[src/rtl/mem_arb_pkg.sv]
// Shared types and constants for the memory arbiters: FSM encoding, op codes
// and the width of the optional per-core grant counters.
package mem_arb_pkg;

  typedef enum logic [1:0] {
    IDLE    = 2'd0,
    ISSUE   = 2'd1,
    CAPTURE = 2'd2,
    ACK     = 2'd3
  } arb_state_t;

  localparam logic OP_RD = 1'b0;
  localparam logic OP_WR = 1'b1;

  localparam int ARB_CNT_W = 32;

endpackage

[src/rtl/rr_pick.sv]
// Combinational round-robin picker: first pending index scanning upward from
// last+1 (mod N). Reusable by any arbiter that keeps its own last pointer.
module rr_pick #(
  parameter int N  = 3,
  parameter int IW = $clog2(N)
) (
  input  logic [N-1:0]  pending,
  input  logic [IW-1:0] last,
  output logic [N-1:0]  grant,
  output logic [IW-1:0] idx,
  output logic          found
);

  always_comb begin
    int c;
    grant = '0;
    idx   = '0;
    found = 1'b0;
    c     = 0;
    // k runs 1..N so the previous winner is considered last
    for (int k = 1; k <= N; k++) begin
      c = (int'(last) + k) % N;
      if (!found && pending[IW'(c)]) begin
        found          = 1'b1;
        grant[IW'(c)]  = 1'b1;
        idx            = IW'(c);
      end
    end
  end

endmodule

[src/rtl/mem_arbiter_rr.sv]
// Round-robin arbiter sharing one single-port synchronous RAM among NREQ cores.
// Define MEM_ARB_STATS_EN to add the per-core grant_cnt completion counters.
module mem_arbiter_rr
  import mem_arb_pkg::*;
#(
  parameter int NREQ = 3,
  parameter int AW   = 8,
  parameter int DW   = 8
) (
  input  logic                 clk,
  input  logic                 rst,
  input  logic [NREQ-1:0]      rden,
  input  logic [NREQ-1:0]      wren,
  input  logic [NREQ*AW-1:0]   Address,
  input  logic [NREQ*DW-1:0]   Din,
  input  logic [DW-1:0]        RAMq,
  output logic [NREQ-1:0]      acq,
  output logic [NREQ*DW-1:0]   Dq,
  output logic [AW-1:0]        RAMAddress,
  output logic [DW-1:0]        RAMDin,
  output logic                 RAMwren
`ifdef MEM_ARB_STATS_EN
  ,
  output logic [NREQ*ARB_CNT_W-1:0] grant_cnt
`endif
);

  localparam int IW = $clog2(NREQ);

  arb_state_t      state, state_nxt;
  logic [IW-1:0]   win_id, last, pick_idx;
  logic [NREQ-1:0] pick_grant, win_oh, mask, pending;
  logic            pick_found, win_op;
  logic [AW-1:0]   sel_addr;
  logic [DW-1:0]   sel_din;
  logic            sel_op;

  // The core just acknowledged still holds its request for one cycle
  assign pending = (rden | wren) & ~mask;

  rr_pick #(.N(NREQ), .IW(IW)) u_pick (
    .pending (pending),
    .last    (last),
    .grant   (pick_grant),
    .idx     (pick_idx),
    .found   (pick_found)
  );

  always_comb begin
    sel_addr = '0;
    sel_din  = '0;
    sel_op   = OP_RD;
    for (int i = 0; i < NREQ; i++) begin
      if (pick_grant[i]) begin
        sel_addr = Address[i*AW +: AW];
        sel_din  = Din[i*DW +: DW];
        sel_op   = wren[i] ? OP_WR : OP_RD;
      end
    end
  end

  always_comb begin
    win_oh = '0;
    for (int i = 0; i < NREQ; i++) win_oh[i] = (win_id == IW'(i));
  end

  always_comb begin
    state_nxt = state;
    case (state)
      IDLE:    if (pick_found) state_nxt = ISSUE;
      ISSUE:   state_nxt = (win_op == OP_WR) ? ACK : CAPTURE;
      CAPTURE: state_nxt = ACK;
      ACK:     state_nxt = IDLE;
      default: state_nxt = IDLE;
    endcase
  end

  // Decoded from state so an asynchronous reset drops them immediately
  assign acq     = (state == ACK) ? win_oh : '0;
  assign RAMwren = (state == ISSUE) && (win_op == OP_WR);

  always_ff @(posedge clk or posedge rst) begin
    if (rst) begin
      state      <= IDLE;
      last       <= IW'(NREQ - 1);
      mask       <= '0;
      win_id     <= '0;
      win_op     <= OP_RD;
      RAMAddress <= '0;
      RAMDin     <= '0;
      Dq         <= '0;
    end else begin
      state <= state_nxt;
      mask  <= (state == ACK) ? win_oh : '0;
      // RAM address/data registers double as the latched operands
      if (state == IDLE && pick_found) begin
        win_id     <= pick_idx;
        win_op     <= sel_op;
        RAMAddress <= sel_addr;
        RAMDin     <= sel_din;
      end
      if (state == CAPTURE) begin
        for (int i = 0; i < NREQ; i++)
          if (win_oh[i]) Dq[i*DW +: DW] <= RAMq;
      end
      if (state == ACK) last <= win_id;
    end
  end

`ifdef MEM_ARB_STATS_EN
  always_ff @(posedge clk or posedge rst) begin
    if (rst) begin
      grant_cnt <= '0;
    end else if (state == ACK) begin
      for (int i = 0; i < NREQ; i++)
        if (win_oh[i])
          grant_cnt[i*ARB_CNT_W +: ARB_CNT_W] <=
            grant_cnt[i*ARB_CNT_W +: ARB_CNT_W] + ARB_CNT_W'(1);
    end
  end
`endif

endmodule

[config.mk]
export PLATFORM = sky130hd
export DESIGN_NAME = mem_arbiter_rr
export DESIGN_NICKNAME = d
export VERILOG_FILES = /design/src/rtl/mem_arb_pkg.sv /design/src/rtl/rr_pick.sv /design/src/rtl/mem_arbiter_rr.sv
export SDC_FILE = /design/constraint.sdc
export NUM_CORES = 1
export LEC_CHECK = 0
export ABC_AREA = 1
export BUFFER_PORTS_ARGS = -buffer_cell sky130_fd_sc_hd__buf_4
export CORE_UTILIZATION = 30
export DETAILED_ROUTE_END_ITERATION = 10
export PLACE_DENSITY_LB_ADDON = 0.1
export SLEW_MARGIN = 15
export SYNTH_ARGS = -nofsm -noshare
export SYNTH_HDL_FRONTEND = slang
export SYNTH_SLANG_ARGS = --single-unit
[constraint.sdc]
create_clock -name clk -period 5.6 [get_ports clk]
set_input_delay 0.56 -clock clk [delete_from_list [all_inputs] [get_ports clk]]
set_output_delay 0.56 -clock clk [all_outputs]
set_load 0.03 [all_outputs]
== Yosys cells after proc, flatten, opt, wreduce, memory -nomap -nowiden ==
Cells that the tools add are included.
Word-level totals
  register bits after elaboration: 50
  latch bits: 0
  bits in writable memories: 0
  bits in read-only memories: 0
  input port bits: 64
  output and inout bits: 44
  word-level logic and storage cells: 87
  memories kept: 0
Operators by class
  add/subtract/negate cells: 3
  multipliers: 0
  divide/modulo/power cells: 3
  $lt $le $gt $ge: 6
  equal/unequal tests: 6
  shift-type cells: 0
  mux-type cells: 40
  bitwise logic cells: 5
  reductions and logical operators: 14
Operators with widths (number)
  $mod 32x3->32 const B: 3
  $mux 8: 6
  $mux 1: 19
  $lt 2x4->1 const B: 3
  $mux 3: 4
  $or 3x3->3: 3
  $mux 2: 4
  $pmux 2 s4: 1
  $logic_and 1x1->1: 7
  $add 2x2->3 const B: 2
  $bmux 1 s2: 3
  $demux 1 s2: 3
  $eq 2x2->1 const B: 3
  $ge 2x1->1 const B: 3
  $reduce_and 2->1: 3
  $eq 2x1->1 const B: 2
  $logic_not 2->1: 2
  $add 2x1->3 const B: 1
  $and 3x3->3: 1
  $not 3->3: 1
  $logic_not 1->1: 2
  $ne 2x2->1 const B: 1

== Logic depth before layout (Yosys ltp) ==
  depth in word-level cells: 15
  depth in mapped cells: 16
  mapped depth without buffers: 15

== Modules after synthesis ==
Synthesis repeated with hierarchy kept, for this count alone.
Second synthesis, totals
  cells, all modules: 362
  area total of the unflattened synthesis: 2836.5 µm²
By module, submodules not included
  mem_arbiter_rr: instances 1, cells each 304, area each 2544.9 µm², seq. area each 1252.5 µm²
  rr_pick: instances 1, cells each 58, area each 291.5 µm², seq. area each 0.0 µm²

== Least setup slack after synthesis ==
OpenSTA, ideal clock, no wires.
  path kind: register to register
  start point: register last[1]
  end point: register RAMDin[1]
  setup time: 117 ps
  arrival: 1856 ps
  required time: 5483 ps
  slack: 3627 ps
  stages on the path, launching flop included: 13
  path buffers: 1
  period minus slack after synthesis: 1973 ps
  cells stage by stage: dfstp_2 > ha_1 > inv_2 > nand3_2 > nand3_2 > nand2_2 > o21ai_2 > nand2_4 > buf_4 > a21oi_1 > nand2_1 > nand2_1 > nand2_1
On the way
  longest elaborated chain between the ends: 15
  elaborated cells between the ends (all ways): 46
  those cells by class: add/sub (3); div (3); order compare (6); mux (24); bitwise (2); reduce/logical (8)
RTL lines
  start: declaration: line mem_arbiter_rr.sv:31  | logic [IW-1:0] win_id, last, pick_idx;
  start signal: assignment: line mem_arbiter_rr.sv:85  | last <= IW'(NREQ - 1);
  start signal: assignment: line mem_arbiter_rr.sv:106  | if (state == ACK) last <= win_id;
  branches (longest 15 deep; another with $mod 32x3->32)
  end signal: assignment: line mem_arbiter_rr.sv:100  | RAMDin <= sel_din;
  end: declaration: line mem_arbiter_rr.sv:20  | output logic [DW-1:0] RAMDin,
Parallel ways; which one is timed is not known. The select of a mux whose other input is x is not followed.
A chain may end at the register's enable or synchronous reset.

== Worst setup path after layout ==
  start point: register last[0]
  end point: register RAMAddress[6]
On the way
  longest elaborated chain between the ends: 15
  elaborated cells between the ends (all ways): 46
  those cells by class: add/sub (3); div (3); order compare (6); mux (24); bitwise (2); reduce/logical (8)
RTL lines
  branches (longest 15 deep; another with $mod 32x3->32)
  end signal: assignment: line mem_arbiter_rr.sv:99  | RAMAddress <= sel_addr;
  end: declaration: line mem_arbiter_rr.sv:19  | output logic [AW-1:0] RAMAddress,
Parallel ways; which one is timed is not known. The select of a mux whose other input is x is not followed.

==> summary.txt <==
Status
  – Run status: complete, no violations

Pwr
  – Sw Ratio: 0.537
  – VDD IR max: 0.298 mV
  – Internal: 1.23 mW
  – Pleak: 2.01 nW
  – Pwr Total: 2.65 mW
  – Clk network pwr share: 0.084
  – P_sw: 1.42 mW
  – Seq pwr share: 0.244
  – Logic pwr share: 0.672
  – Power Density: 727 mW/mm^2

Floorplanning
  – Core area: 0.00868 mm^2
  – # IOs: 108
  – Die H: 96.3 um
  – Initial Utilization: 0.307
  – Die outline width: 96.3 um
  – Die footprint: 0.00926 mm^2
  – Rows: 34

Critical path
  – Crit start category: flip-flop
  – Critical R2R Capture: RAMAddress[6]$_DFFE_PP0P_
  – WS Path Type: flip-flop to flip-flop
  – Reg-to-Reg Start: last[0]$_DFFE_PP0P_
  – Arr. time, crit path: 3030 ps
  – R2R Setup Slk: 2760 ps
  – CP Capture Type: flip-flop
  – CP startpoint: last[0]$_DFFE_PP0P_
  – Reg2reg path depth: 13
  – Capture point of the worst path: RAMAddress[6]$_DFFE_PP0P_
  – Critical path fanouts, max: 29
  – WP data required: 5790 ps

Timing
  – Final worst-path cycle share: 0.508
  – Final setup violation count: 0
  – Final Max Slew Viols: 0
  – FMAX: 0.352 GHz
  – Slew @ Worst Pin: 962 ps
  – Post-layout minimum cycle time: 2840 ps
  – Hold Fails Final Rpt: 0
  – Layout Skew: 17.9 ps
  – Worst relative slew slack: 0.357
  – Unrepaired setup endpoints after global routing: no
  – Setup TNS: 0 ps

Placement
  – Number of port buffers: 107
  – Gpl congestion: 0.823
  – Hpwl dp: 5090 um

Flow run
  – Max Cap Violations: 0

CTS
  – Clk buf depth: 2
  – CTS root buf: clkbuf_8
  – Post-CTS sizing: 0
  – Clock transition at path regs: 110 ps
  – Hold Buf Count CTS: 0
  – CTS sink count: 50
  – CTS buffer count: 5
  – CTS tree: done
  – Clock insertion delay at the later pin of the skew report: 310 ps
  – H-tree Lvls: 2
  – Post-CTS setup repair buffer count: 0

Drt
  – DR DRC count: 0
  – Vias per cell: 4.53
  – Antenna viol nets, final: 0
  – First-pass DRT Iterations: 4
  – Vias: 2564
  – Total Routed Length: 7030 um
  – 1st-iter DRT viols: 97
  – Routed wire per std cell: 12.4 um

Global routing
  – GRT Total Usage: 0.155
  – Initial antenna violation count: 0
  – First-pass GRT wire length: 11000 um
  – Largest net degree at the start of global routing: 51
  – Total gr overflow: 0
  – Vias in the first global route: 2236

Finish
  – Nets: 530
  – Area taken by multi-input logic gates: 0.00117 mm^2
  – Storage element area: 0.00125 mm^2
  – Fraction of layout cells with a size suffix above 1: 0.290
  – Area delta synth->final: 36.8%
  – Filler Cell Count: 932
  – Antenna cell count: 0

Synthesis
  – Flops & latches, synth: 50
  – Syn Std Cell Area: 0.00267 mm^2
  – Post-synth top area share: 0.460
  – Syn Area/Cell: 7.57 um^2
  – Sequential share of the synthesized area: 0.470
  – Synth Net Count: 425
  – Cell taking the most area after synthesis: dfrtp_1
  – Gate Count Post-Synth: 352
  – Leading cell types by total area after synthesis: dfrtp_1 (46%), nand2_1 (15%), a21oi_1 (6.4%)
  – Synth warnings: 0
  – Number of library cell types mapped by synthesis: 25

Worst hold path
  – Min-Delay Path Class: input pin to async pin
-- worst min-delay path by stage --
stage	end	slack, ps
final	Dq[17]$_DFFE_PP0P_	400
after global routing	Dq[17]$_DFFE_PP0P_	450
after CTS	Dq[17]$_DFFE_PP0P_	430
after detailed placement	RAMDin[2]$_DFFE_PP0P_	470
after global placement	RAMDin[7]$_DFFE_PP0P_	470
after floorplan	win_op$_DFFE_PP0P_	490
-- registers in the layout, summed over array words and instances (netlist names) --
signal,cells
Dq,24
RAMAddress,8
RAMDin,8
last,2
mask,3
state,2
win_id,2
win_op,1
-- cell families (layout without fill, tap and decap cells) --
group	after synthesis	after routing	share of synthesized area
fa+ha+maj	9	9	0.0423
buf+inv	56	162	0.0901
simple gates	167	167	0.261
compound gates	70	70	0.137
flops	50	50	0.470
-- placed cells by master, fill, tap and decap left out --
master	instances
buf_4	109
nand2_1	104
dfrtp_1	49
inv_1	39
a21oi_1	34
o21ai_0	31
nor2_1	29
nand3_1	23
ha_1	9
clkbuf_8	5
inv_2	4
nand4_1	4
nand3_2	2
a21oi_2	2
o21ai_2	2
nand2_2	2
inv_6	2
nand2_4	1
inv_4	1
nor2_2	1
clkinv_1	1
nor3_1	1
o21ai_1	1
clkinv_4	1
dfstp_2	1
-- power groups by stage --
stage               combinational [mW]  sequential [mW]  clock [mW]
CTS                               1.80            0.648       0.234
global placement                  1.78            0.649           0
floorplan                         1.06            0.912           0
finish                            1.78            0.647       0.223
global route                      1.99            0.669       0.247
detailed placement                1.79            0.652           0
-- critical path, stage by stage, from the launching register on --
cell and delay [ps]:
dfrtp_1 390, inv_1 90, ha_1 440, inv_2 80, nand3_2 90, nand2_1 80
nand2_1 60, nand2_1 90, a21oi_2 160, nand3_1 80, nand2_1 710, inv_2 240
nor2_1 160, a21oi_1 50
-- synthesized netlist by cell type, drive strengths merged --
| cell | instances |
|---|---|
| nor2 | 30 |
| nand2 | 107 |
| dfrtp | 49 |
| inv | 44 |
| ha | 9 |
| buf | 6 |
| clkbuf | 5 |
| nand4 | 4 |
| nand3 | 25 |
| dfstp | 1 |
| clkinv | 1 |
| o21ai | 34 |
| a21oi | 36 |
| nor3 | 1 |
-- layer usage --
layer | track usage | vias to the layer above | wire (um)
met2 | 0.239 | 54 | 3220
met1 | 0.217 | 1182 | 3400
li1 | - | 1322 | -
met5 | 0 | - | 0
met4 | 0.0336 | 0 | 62
met3 | 0.0395 | 6 | 340
-- through the flow --
stage	hold slack (ps)	cells	util	instance area (um^2)	setup WS, ps
floorplan	495	352	-	2670	3630
global placement	467	558	0.409	3550	2820
detailed placement	468	558	0.409	3550	2740
CTS	425	566	0.420	3640	2720
global route	454	566	0.420	3640	2350
finish	405	566	0.420	3640	2760
-- cell type report --
type | instances | share of cell area
clock buffer | 5 | 0.0189
clock inverter | 3 | 0.00721
inverter | 45 | 0.0470
multi-input combinational | 246 | 0.322
sequential | 50 | 0.344
tap | 108 | 0.0371
timing repair buffer | 109 | 0.225
Power figures use the tool's default switching activity.
